--- config.mk ---
export PLATFORM = sky130hd
export DESIGN_NAME = clk_step_ctrl
export DESIGN_NICKNAME = d
export VERILOG_FILES = /design/src/rtl/clk_step_pkg.sv /design/src/rtl/tick_divider.sv /design/src/rtl/clk_step_ctrl.sv
export SDC_FILE = /design/constraint.sdc
export NUM_CORES = 1
export LEC_CHECK = 0
export ABC_AREA = 1
export CAP_MARGIN = 20
export CORE_UTILIZATION = 40
export DETAILED_ROUTE_END_ITERATION = 12
export PLACE_DENSITY_LB_ADDON = 0.05
export SYNTH_ARGS = -nofsm -noshare
export SYNTH_HDL_FRONTEND = slang
export SYNTH_HIERARCHICAL = 1
export SYNTH_SLANG_ARGS = --single-unit
export TNS_END_PERCENT = 20
--- constraint.sdc ---
create_clock -name clkin -period 1.9 [get_ports clkin]
set_input_delay 0.57 -clock clkin [delete_from_list [all_inputs] [get_ports clkin]]
set_output_delay 0.57 -clock clkin [all_outputs]
set_load 0.03 [all_outputs]
--- src/rtl/clk_step_pkg.sv ---
// Shared encodings for the slow-clock run controller.
// Mode codes, FSM states and default widths.
package clk_step_pkg;

  localparam int CNT_W_DEF       = 25;
  localparam int BURST_W_DEF     = 16;
  localparam int DEFAULT_DIV_DEF = 10;

  localparam logic [1:0] MODE_HALT  = 2'b00;
  localparam logic [1:0] MODE_RUN   = 2'b01;
  localparam logic [1:0] MODE_STEP  = 2'b10;
  localparam logic [1:0] MODE_BURST = 2'b11;

  typedef enum logic [2:0] {
    ST_IDLE,
    ST_RUN,
    ST_STEP,
    ST_BURST,
    ST_DRAIN,
    ST_HALTED
  } state_t;

  function automatic logic is_active(state_t s);
    return (s == ST_RUN) || (s == ST_STEP) ||
           (s == ST_BURST) || (s == ST_DRAIN);
  endfunction

endpackage

--- src/rtl/tick_divider.sv ---
// Programmable divider: 50% clock plus a tick on each rising toggle.
// Held at the reload value whenever disabled or cleared.
module tick_divider #(
  parameter int CNT_W       = 25,
  parameter int DEFAULT_DIV = 10
) (
  input  logic             clkin,
  input  logic             rst_n,
  input  logic             en,
  input  logic             clear,
  input  logic [CNT_W-1:0] div_q,
  output logic             clkout,
  output logic             tick,
  output logic             last
);

  logic [CNT_W-1:0] cnt;

  assign last = (cnt == '0);

  always_ff @(posedge clkin or negedge rst_n) begin
    if (!rst_n) begin
      cnt    <= CNT_W'(DEFAULT_DIV);
      clkout <= 1'b0;
      tick   <= 1'b0;
    end else if (!en || clear) begin
      cnt    <= div_q;
      clkout <= 1'b0;
      tick   <= 1'b0;
    end else if (last) begin
      cnt    <= div_q;
      clkout <= ~clkout;
      tick   <= ~clkout;
    end else begin
      cnt    <= cnt - 1'b1;
      tick   <= 1'b0;
    end
  end

endmodule

--- src/rtl/clk_step_ctrl.sv ---
// Run-control scheduler for the processor slow clock:
// halt / free-run / single-step / N-step burst over a divider.
module clk_step_ctrl
  import clk_step_pkg::*;
#(
  parameter int CNT_W       = CNT_W_DEF,
  parameter int DEFAULT_DIV = DEFAULT_DIV_DEF,
  parameter int BURST_W     = BURST_W_DEF
) (
  input  logic               clkin,
  input  logic               rst_n,
  input  logic [1:0]         mode,
  input  logic [CNT_W-1:0]   div_val,
  input  logic               div_load,
  input  logic               step_req,
  input  logic [BURST_W-1:0] burst_len,
  input  logic               halt_req,
  output logic               clkout,
  output logic               tick,
  output logic               busy,
  output logic               done
);

  state_t             state;
  logic [CNT_W-1:0]   div_q;
  logic [BURST_W-1:0] remaining;
  logic               step_q;
  logic               halt_pend;
  logic               en;
  logic               clear;
  logic               last;
  logic               step_rise;

  assign en        = is_active(state);
  assign step_rise = step_req & ~step_q;

  // Stops taken while clkout is low must also swallow a same-edge rise.
  assign clear = en & ~clkout & (halt_req | (state == ST_DRAIN));

  tick_divider #(
    .CNT_W       (CNT_W),
    .DEFAULT_DIV (DEFAULT_DIV)
  ) u_div (
    .clkin  (clkin),
    .rst_n  (rst_n),
    .en     (en),
    .clear  (clear),
    .div_q  (div_q),
    .clkout (clkout),
    .tick   (tick),
    .last   (last)
  );

  always_ff @(posedge clkin or negedge rst_n) begin
    if (!rst_n) begin
      state     <= ST_IDLE;
      div_q     <= CNT_W'(DEFAULT_DIV);
      remaining <= '0;
      step_q    <= 1'b0;
      halt_pend <= 1'b0;
      busy      <= 1'b0;
      done      <= 1'b0;
    end else begin
      step_q <= step_req;
      done   <= 1'b0;
      unique case (state)
        ST_IDLE: begin
          if (div_load) div_q <= div_val;
          unique case (1'b1)
            (mode == MODE_RUN): begin
              state <= ST_RUN;
              busy  <= 1'b1;
            end
            (step_rise && mode == MODE_STEP): begin
              state <= ST_STEP;
              busy  <= 1'b1;
            end
            (step_rise && mode == MODE_BURST &&
             burst_len != '0): begin
              state     <= ST_BURST;
              busy      <= 1'b1;
              remaining <= burst_len;
            end
            (step_rise && mode == MODE_BURST &&
             burst_len == '0): begin
              done <= 1'b1;
            end
            default: ;
          endcase
        end
        ST_HALTED: begin
          if (div_load) div_q <= div_val;
          if (mode == MODE_HALT && !halt_req)
            state <= ST_IDLE;
        end
        default: begin
          if (halt_req || halt_pend) begin
            if (!clkout || last) begin
              state     <= ST_HALTED;
              busy      <= 1'b0;
              halt_pend <= 1'b0;
            end else begin
              state     <= ST_DRAIN;
              halt_pend <= 1'b1;
            end
          end else begin
            unique case (state)
              ST_RUN: begin
                if (mode != MODE_RUN)
                  state <= ST_DRAIN;
              end
              ST_STEP: begin
                if (last && clkout) begin
                  state <= ST_IDLE;
                  busy  <= 1'b0;
                  done  <= 1'b1;
                end
              end
              ST_BURST: begin
                if (last && clkout && remaining == '0) begin
                  state <= ST_IDLE;
                  busy  <= 1'b0;
                  done  <= 1'b1;
                end else if (last && !clkout) begin
                  remaining <= remaining - 1'b1;
                end
              end
              ST_DRAIN: begin
                if (!clkout || last) begin
                  state <= ST_IDLE;
                  busy  <= 1'b0;
                end
              end
              default: ;
            endcase
          end
        end
      endcase
    end
  end

endmodule

==> results_dict.tcl <==
set metrics [dict create \
    grt.overflow.total 0 \
    synthToLayoutAreaGrowth_pct 36.8 \
    die_height_um 109 \
    io-pin-count 52 \
    vias 4225 \
    combPwrFrac 0.539 \
    yosysWarnings 6 \
    wl_per_cell_um 12.1 \
    power_per_cell_area_nw_per_um2 1640 \
    synth_top_area_frac 0.387 \
    syn_avg_cell_area_um2 7.39 \
    num_rows 38 \
    seq_power_share 0.290 \
    start_util 0.416 \
    violations "negative setup slack" \
    fin_util 0.569 \
    coreArea_um2 11000 \
    grtUsageTotal 0.202 \
    status "complete, but fails checks" \
    worstMarginPinSlew_ns 0.488 \
    drt_iter0_drc 150 \
    cts_hold_buf 0 \
    cts.sinks 75 \
    max_freq_mhz 500 \
    antenna_found_initial 0 \
    worstPathArrival_ns 2.22 \
    synth_top_area_cell "dfrtp_1" \
    drive_above_1_share 0.222 \
    power_switching_mw 4.13 \
    remaining_drc_errors 0 \
    rsz0062_at_grt "yes" \
    min_period_over_period 1.05 \
    cap_violations 0 \
    syn-instance-count 621 \
    dp_hpwl_mm 8.07 \
    fin_nets 803 \
    gp_congestion 0.877 \
    min_period_ns 2.00 \
    clk_latency_ns 0.34 \
    grt_pass1_wl_mm 18.4 \
    vdd_drop_max_v 0.000904 \
    netSwitchingFraction 0.400 \
    holdWs_ns 0.231 \
    cts_buffers 9 \
    max_slew_margin 0.673 \
    start_kind "register" \
    grt_max_degree 76 \
    dr.pass1.iters 6 \
    ys_ff_latch 75 \
    synth_fp_nets 672 \
    clock-root-buffer "clkbuf_16" \
    seq_area_frac_synth 0.410 \
    timing.final.ws_setup_ns -0.0983 \
    cts_tree "built" \
    die_w_um 109 \
    synth_area_leaders "dfrtp_1 39%, nand2_1 15%, nor2_1 7.6%, mux2_4 6.5%, inv_1 6.2%" \
    hold_path.class "in2async" \
    multi_input_area_um2 2430 \
    ant_nets 0 \
    die_area_um2 11900 \
    wl_mm 10.9 \
    cts_buffer_depth 2 \
    finalHoldViolCount 0 \
    place_area_um2 5830 \
    clk_pin_slew_worst_paths_ns 0.06 \
    fin_area_um2 6280 \
    internal-power_mw 6.18 \
    port_buffers 51 \
    power_frac_clock 0.171 \
    finalSetupViolCount 3 \
    p_leak_nw 3.16 \
    synth.distinct_cells 35 \
    p_total_mw 10.3 \
    ff_latch_area_um2 1880 \
    path_class "reg2reg" \
    required_ns 2.12 \
    htreeDepth 3 \
    routed_via_density 4.71 \
    worst_setup_path_end_kind "register" \
    nFillCells 1020 \
    cp_max_fo 4 \
    slew_viol_final 0 \
    grt_pass1_vias 4097 \
    skew_ns 0.00669 \
    syn_area_um2 4590 \
    diodes 0 \
]
==> final cells by class <==
class,instances,share of cell area
multi-input combinational,453,0.386
sequential,75,0.300
timing repair buffer,132,0.189
inverter,81,0.0484
clock buffer,15,0.0442
tap,140,0.0279
clock inverter,1,0.00478
==> path summary, 6_finish.rpt <==
path,end,slack [ns],cells past startpoint,from
hold / removal,remaining[9],0.23,2,rst_n
setup / recovery,state[0],-0.1,12,u_div/cnt[13]
min in group clkin,u_div/cnt[0],0.49,1,u_div/cnt[0]
setup reg to reg,state[0],-0.1,12,u_div/cnt[13]
max in group asynchronous,div_q[3],1.32,2,rst_n
hold reg to reg,u_div/cnt[0],0.49,1,u_div/cnt[0]
==> critical path, cell delays in order, from the launching register on <==
cell      delay, ns
dfrtp_1        0.38
nor2_2         0.15
nand2_2        0.08
nor2_2         0.14
nand3_2        0.11
nor3_4         0.23
nand2_1        0.09
nor2_1         0.10
nand3_1        0.13
nand2_2        0.13
nand2_2        0.09
o21bai_1       0.17
nand2_1        0.08
==> logic make-up (layout without fill, tap and decap cells) <==
family | count (synthesis) | after routing | share of synthesized area
simple gates | 356 | 356 | 0.325
xor+xnor | 12 | 12 | 0.0229
buf+inv | 93 | 229 | 0.0867
compound gates | 57 | 57 | 0.0700
flops | 75 | 75 | 0.410
mux | 25 | 25 | 0.0777
fa+ha+maj | 3 | 3 | 0.00818
==> power groups by stage <==
stage / Sequential (mW) / Combinational [mW] / Clock [mW]
final: 2.99 / 5.56 / 1.76
after global routing: 3.09 / 6.25 / 1.87
after CTS: 2.97 / 5.49 / 1.82
after detailed placement: 2.98 / 5.38 / 0
after global placement: 2.96 / 5.32 / 0
after floorplan: 2.96 / 3.52 / 0
==> through the flow <==
stage	TNS (ns)	std cells	setup WS [ns]
floorplan	0	621	0.00470
global placement	-5.68	876	-0.187
detailed placement	-7.24	876	-0.250
CTS	-0.147	895	-0.0810
global route	-2.64	897	-0.283
finish	-0.193	897	-0.0983
==> repair_timing <==
action,CTS,global route
pin swaps,6,9
resized for setup,12,24
setup endpoints to repair,23,36
setup buffers,3,2
==> metal layers <==
metal	track usage	vias up	share of wire
li1	-	2226	-
met1	0.248	1918	0.45
met2	0.348	70	0.50
met3	0.0311	11	0.033
met4	0.0898	0	0.018
met5	0	-	0
==> sequential cells by signal, summed over array words and instances, names as in the netlist <==
register and flops:
div_q 25, u_div/cnt 25, remaining 16, state 3, busy 1, done 1, halt_pend 1, step_q 1
u_div/clkout 1, u_div/tick 1
==> layout by cell type, fill, tap and decap left out, drive strengths merged, types with 4 or more instances in the layout <==
master / instances
a21oi: 5
clkdlybuf4s50: 46
o21ai: 41
dfrtp: 71
xnor2: 6
inv: 81
o211ai: 4
buf: 82
nand4: 13
clkbuf: 15
nand2: 188
nand3: 46
mux2: 25
xor2: 6
dfstp: 4
nor2: 101
or2: 4
==> cells in the mapped netlist <==
master,number
nand2_4,1
o211ai_1,4
o21ai_0,26
a21oi_1,5
ha_1,3
o21ai_4,1
nand3_1,46
dfstp_2,4
buf_2,3
xor2_1,6
nor3_1,2
mux2_4,20
mux2_1,5
o21ai_1,14
or2_2,4
nand2_2,3
nand2_1,184
a211oi_1,1
dfrtp_1,71
o21bai_1,3
nor2_1,93
xnor2_1,6
o31ai_1,1
o22ai_1,1
clkbuf_1,1
and2_1,1
nor2_2,6
nor2_4,2
buf_4,4
nand4_1,13
inv_2,5
a31oi_1,1
nand3b_1,1
buf_6,4
inv_1,76
(Power assumes the default switching activity.)
